`config.mk`:
```
export PLATFORM = sky130hd
export DESIGN_NAME = sha3_pad_packer
export DESIGN_NICKNAME = d
export VERILOG_FILES = /design/src/rtl/sha3_pad_packer.sv
export SDC_FILE = /design/constraint.sdc
export NUM_CORES = 2
export LEC_CHECK = 0
export CAP_MARGIN = 10
export CORE_AREA = 4 4 551 553
export DETAILED_ROUTE_END_ITERATION = 8
export DIE_AREA = 0 0 555 557
export GPL_ROUTABILITY_DRIVEN = 0
export HOLD_SLACK_MARGIN = 0.02
export MAX_ROUTING_LAYER = met4
export PLACE_DENSITY = 0.37
export SYNTH_ARGS = -nofsm -noshare
export SYNTH_HDL_FRONTEND = slang
export SYNTH_SLANG_ARGS = --single-unit
export TNS_END_PERCENT = 100
```
`constraint.sdc`:
```
create_clock -name clk -period 69.8 [get_ports clk]
set_input_delay 17.45 -clock clk [delete_from_list [all_inputs] [get_ports clk]]
set_output_delay 17.45 -clock clk [all_outputs]
set_load 0.005 [all_outputs]
```
`src/rtl/sha3_pad_packer.sv`:
```
// sha3_pad_packer: packs a 64-bit message word stream into one rate-sized block for
// the Keccak core and applies the SHA3/SHAKE multi-rate padding (domain suffix byte,
// then 0x80 in the last byte of the rate). Rate and suffix are chosen by mode_sel_i
// and captured on the first word of each message.
//
// Block layout: byte j of the block is blk_out[8j:8j+7] with blk_out[8j] as the byte
// MSB. Word slot s occupies bytes 8s..8s+7, so a word lands verbatim at
// blk_out[64s:64s+63]. Bytes at or above 8R are always zero.
//
//   state   | meaning
//   --------+--------------------------------------------------------------
//   S_FILL  | accepting words into slot cnt; padding applied on the last word
//   S_EMIT  | block presented on blk_out, held until blk_ready
//   S_PADBLK| one cycle to build a pad-only block after a full final block

module sha3_pad_packer #(
    parameter int         W        = 64,
    parameter int         MAXR     = 21,
    parameter logic [7:0] SFX_SHA3 = 8'h06,
    parameter logic [7:0] SFX_SHK  = 8'h1F
) (
    input  logic              clk,
    input  logic              reset,
    input  logic [2:0]        mode_sel_i,
    input  logic [0:W-1]      din64,
    input  logic              din_valid,
    input  logic              din_last,
    input  logic [3:0]        din_bytes,
    output logic              din_ready,
    input  logic              blk_ready,
    output logic [0:W*MAXR-1] blk_out,
    output logic              blk_valid,
    output logic              blk_last
);

    localparam int NBYTES = (W * MAXR) / 8;

    typedef enum logic [1:0] {
        S_FILL   = 2'd0,
        S_EMIT   = 2'd1,
        S_PADBLK = 2'd2
    } state_t;

    state_t              state_q, state_d;
    logic [4:0]          cnt_q, cnt_d;
    logic [0:W*MAXR-1]   buf_q, buf_d;
    logic                pad_pend_q, pad_pend_d;
    logic                last_q, last_d;
    logic                open_q, open_d;
    logic [4:0]          rate_q, rate_d;
    logic [7:0]          sfx_q, sfx_d;

    logic [4:0]          cur_rate;
    logic [4:0]          rate_m1;
    logic [7:0]          cur_sfx;
    logic [7:0]          last_byte_idx;
    logic [3:0]          nb;
    logic                word_full;
    logic                at_end;
    logic                accept;
    logic [7:0]          byte_v;

    function automatic logic [4:0] rate_of(input logic [2:0] m);
        logic [4:0] r;
        case (m)
            3'd0:    r = 5'd21;
            3'd1:    r = 5'd17;
            3'd2:    r = 5'd9;
            3'd3:    r = 5'd13;
            3'd5:    r = 5'd18;
            default: r = 5'd17;
        endcase
        return r;
    endfunction

    function automatic logic [7:0] sfx_of(input logic [2:0] m);
        return (m == 3'd0 || m == 3'd1) ? SFX_SHK : SFX_SHA3;
    endfunction

    // Mode in effect: live input until a message opens, latched value afterwards
    always_comb begin
        cur_rate      = open_q ? rate_q : rate_of(mode_sel_i);
        cur_sfx       = open_q ? sfx_q  : sfx_of(mode_sel_i);
        rate_m1       = cur_rate - 5'd1;
        last_byte_idx = {rate_m1, 3'b111};
        nb            = (din_bytes > 4'd8) ? 4'd8 : din_bytes;
        word_full     = (nb == 4'd8);
        at_end        = (cnt_q == rate_m1);
        accept        = din_valid && (state_q == S_FILL);
    end

    // Next-state and handshake outputs
    always_comb begin
        state_d    = state_q;
        cnt_d      = cnt_q;
        pad_pend_d = pad_pend_q;
        last_d     = last_q;
        open_d     = open_q;
        rate_d     = rate_q;
        sfx_d      = sfx_q;
        din_ready  = (state_q == S_FILL);
        blk_valid  = (state_q == S_EMIT);
        case (state_q)
            S_FILL: begin
                if (accept) begin
                    if (!open_q) begin
                        open_d = 1'b1;
                        rate_d = rate_of(mode_sel_i);
                        sfx_d  = sfx_of(mode_sel_i);
                    end
                    if (!din_last) begin
                        if (at_end) begin
                            state_d = S_EMIT;
                            last_d  = 1'b0;
                        end else begin
                            cnt_d = cnt_q + 5'd1;
                        end
                    end else if (word_full && at_end) begin
                        // Full final block: padding needs a block of its own
                        state_d    = S_EMIT;
                        last_d     = 1'b0;
                        pad_pend_d = 1'b1;
                    end else begin
                        state_d = S_EMIT;
                        last_d  = 1'b1;
                    end
                end
            end
            S_EMIT: begin
                if (blk_ready) begin
                    cnt_d   = 5'd0;
                    last_d  = 1'b0;
                    state_d = pad_pend_q ? S_PADBLK : S_FILL;
                    if (last_q) begin
                        open_d = 1'b0;
                    end
                end
            end
            S_PADBLK: begin
                pad_pend_d = 1'b0;
                last_d     = 1'b1;
                state_d    = S_EMIT;
            end
            default: begin
                state_d = S_FILL;
            end
        endcase
    end

    // Block buffer update: word write with in-place padding, clear on handshake
    always_comb begin
        buf_d  = buf_q;
        byte_v = 8'h00;
        case (state_q)
            S_FILL: begin
                if (accept) begin
                    for (int j = 0; j < NBYTES; j++) begin
                        byte_v = buf_q[8*j +: 8];
                        if (5'(j / 8) == cnt_q) begin
                            byte_v = din64[8*(j % 8) +: 8];
                            if (din_last && (4'(j % 8) >= nb)) begin
                                byte_v = (4'(j % 8) == nb) ? cur_sfx : 8'h00;
                            end
                        end
                        if (din_last && word_full && !at_end &&
                            (5'(j / 8) == cnt_q + 5'd1) && ((j % 8) == 0)) begin
                            byte_v = cur_sfx;
                        end
                        if (din_last && !(word_full && at_end) && (8'(j) == last_byte_idx)) begin
                            byte_v = byte_v | 8'h80;
                        end
                        buf_d[8*j +: 8] = byte_v;
                    end
                end
            end
            S_EMIT: begin
                if (blk_ready) begin
                    buf_d = '0;
                end
            end
            S_PADBLK: begin
                for (int j = 0; j < NBYTES; j++) begin
                    byte_v = buf_q[8*j +: 8];
                    if (j == 0) begin
                        byte_v = cur_sfx;
                    end
                    if (8'(j) == last_byte_idx) begin
                        byte_v = byte_v | 8'h80;
                    end
                    buf_d[8*j +: 8] = byte_v;
                end
            end
            default: begin
                buf_d = buf_q;
            end
        endcase
    end

    // State and datapath registers
    always_ff @(posedge clk or posedge reset) begin
        if (reset) begin
            state_q    <= S_FILL;
            cnt_q      <= 5'd0;
            buf_q      <= '0;
            pad_pend_q <= 1'b0;
            last_q     <= 1'b0;
            open_q     <= 1'b0;
            rate_q     <= 5'd17;
            sfx_q      <= SFX_SHA3;
        end else begin
            state_q    <= state_d;
            cnt_q      <= cnt_d;
            buf_q      <= buf_d;
            pad_pend_q <= pad_pend_d;
            last_q     <= last_d;
            open_q     <= open_d;
            rate_q     <= rate_d;
            sfx_q      <= sfx_d;
        end
    end

    assign blk_out  = buf_q;
    assign blk_last = last_q;

endmodule

```
==> results.sh <==
export IMPL_setup_violations=0
export IMPL_grt_antenna_before_repair=77
export IMPL_worst_path_max_delay_cell="clkdlybuf4s50_1"
export IMPL_synthesis_instances=5236
export IMPL_yosysWarnings=0
export IMPL_post_cts_setup_buffers=0
export IMPL_grt_start_max_net_pins=141
export IMPL_total_power_uw=4320
export IMPL_clk_path_buf_depth=4
export IMPL_start_util_pct=17.9
export IMPL_die_h_um=557
export IMPL_fmax_ghz=0.0470
export IMPL_cts_root_buf="clkbuf_16"
export IMPL_run_status="complete, no violations"
export IMPL_area_growth_pct=45.7
export IMPL_finClkSkew_ns=0.0347
export IMPL_crit_path_max_fanout=37
export IMPL_drive_above_1_share_pct=7.92
export IMPL_grt_pass1_wl_um=416000
export IMPL_avgViaCountPerCell=4.24
export IMPL_irDropWorstVdd_mv=0.0491
export IMPL_rsz0062_at_grt="false"
export IMPL_drv_slew=0
export IMPL_worstHoldPathCells=2
export IMPL_vias=45000
export IMPL_die_w_um=555
export IMPL_leakage_uw=0.0329
export IMPL_ys_seq_area_share_pct=64.0
export IMPL_critical_path_top_delay_family="simple AND/OR/NAND/NOR gates"
export IMPL_maxCapViolCount=0
export IMPL_r2r_cells=12
export IMPL_gr_total_overflow=0
export IMPL_drc=0
export IMPL_critPathArrivalTime_ns=22.00
export IMPL_fp_row_count=201
export IMPL_grt_pass1_vias=44900
export IMPL_fin_crit_sh_pct=30.5
export IMPL_worst_path_buf_inv=2
export IMPL_min_path_type="reg -> reg"
export IMPL_groute_usage_overall_pct=20.0
export IMPL_layout_commonest_cell="clkdlybuf4s50_1"
export IMPL_port_buffers=1422
export IMPL_cp_slowest_stage_delay_ns=0.67
export IMPL_cts_clk_slew_worst_paths_ns=0.06
export IMPL_maxSlewHeadroom_pct=17.2
export IMPL_path_depth=12
export IMPL_postRouteWirelength_um=311000
export IMPL_worst_pin_slew_ns=1.24
export IMPL_setup_tns_ns=0
export IMPL_dieArea_um2=309000
export IMPL_avgSynthCellArea_um2=10.2
export IMPL_core_area_um2=299000
export IMPL_start_kind="input pin"
export IMPL_synth_edf_count=0
export IMPL_end_kind="flop"
export IMPL_dr_pass1_iters=5
export IMPL_cts_sinks=1367
export IMPL_clk_latency_ns=0.82
export IMPL_dp_hpwl_um=222000
export IMPL_power_density_nw_per_um2=55.4
export IMPL_cts_hold_buf=0
export IMPL_synthArstFlopShare_pct=100
export IMPL_hold_violations=0
export IMPL_cts_max_level=4
export IMPL_synthesis_area_um2=53500
export IMPL_ys_seq_elements=1367
export IMPL_synth_top_flop_cell="dfrtp_1"
export IMPL_required_ns=70.50
export IMPL_crit_chain="clkdlybuf4s50_1 > nor4bb_1 > a21oi_1 > ha_1 > xor2_1 > or3_1 > a32o_1 > o211a_2 > buf_4 > nor2_2 > o21ai_1 > a221o_1"
export IMPL_drtIter0Drc=3278
export IMPL_synth_nets=5327
export IMPL_cts_tree="built"
export IMPL_cts_resized=0
export IMPL_cts_made_buffers=171
export IMPL_io_pins=1423
export IMPL_period_minus_slack_ns=21.30
export IMPL_crit_type="in -> reg"
export IMPL_synth_cell_types=73
export IMPL_fin_nets=6572
export IMPL_ant_nets=0
export IMPL_final_cell_mix="clkdlybuf4s50_1, dfrtp_1, nand2_1"
export IMPL_post_drt_wl_per_cell_um=29.3
cells in the mapped netlist, drive strengths merged, types with 40 or more instances:
master,count,area [um^2]
o211ai,40,300
or2,47,294
dfrtp,1363,34100
a21oi,42,221
nor2,83,350
clkbuf,433,1630
nand3,45,225
a22o,73,639
nand2,1256,4710
o21ai,1254,6300
mux2i,62,621
buf,45,249
nor3,120,601
a221o,101,1010
per-layer routing:
metal / vias up / wire, um / track usage (%)
li1: 20500 / - / -
met1: 22300 / 129000 / 24.1
met2: 1824 / 144000 / 31.9
met3: 346 / 27000 / 6.25
met4: 0 / 10800 / 5.78
met5: - / 0 / -
logic make-up after synthesis:
logic type	count (synthesis)	synth area share, %
buffers and inverters	495	3.62
AND/OR/NAND/NOR	1657	13.0
AO/OA/AOI/OAI	1626	17.6
adder cells (fa/ha/maj)	15	0.351
XOR/XNOR	7	0.168
multiplexers	69	1.31
flip-flops	1367	64.0
per-stage QoR:
step	area (um^2)	hold slack [ns]	instances	setup slack, ns	utilization [%]
floorplan	53500	0.449	5236	13.82	-
global placement	72000	0.460	10300	47.81	24.1
detailed placement	72000	0.469	10300	47.76	24.1
CTS	77700	0.481	10600	48.67	26.0
global route	77800	0.496	10600	48.25	26.1
finish	77900	0.476	10600	48.50	26.1
power by group:
group,leakage [uW],switching (uW),internal [uW]
Clock,0.00281,378,536
Sequential,0.0179,187,1100
Combinational,0.0122,1350,768
flip-flops by register name, summed over array words and instances (netlist names):
| signal | count |
|---|---|
| blk_out | 1344 |
| sfx_q | 8 |
| cnt_q | 5 |
| rate_q | 5 |
| state_q | 2 |
| blk_last | 1 |
| open_q | 1 |
| pad_pend_q | 1 |
worst min-delay path: cells and delay by family, from the launching register on:
family,cells,cell delay [ns]
AND/OR/NAND/NOR,1,0.04
flip-flops,1,0.34
AO/OA/AOI/OAI,1,0.06
path summary, 6_finish.rpt:
path	start	to	slack (ns)
worst max-delay path	mode_sel_i[2]	blk_out[258]	48.50
worst max register to register	open_q	blk_out[258]	65.23
min in group asynchronous	reset	blk_out[784]	17.25
worst min register to register	blk_out[1010]	blk_out[1010]	0.48
worst min-delay path	blk_out[1010]	blk_out[1010]	0.48
max in group asynchronous	reset	blk_out[545]	48.95
cell type report:
type	instances	area, um^2
Timing Repair Buffer	1550	15200
Inverter	17	71.3
Tap cell	3958	4950
Multi-Input combinational cell	3374	17600
Sequential cell	1367	34200
Antenna cell	54	135
Clock inverter	49	612
Clock buffer	258	5100
Fill cell	31900	221000
Power figures use the tool's default switching activity.
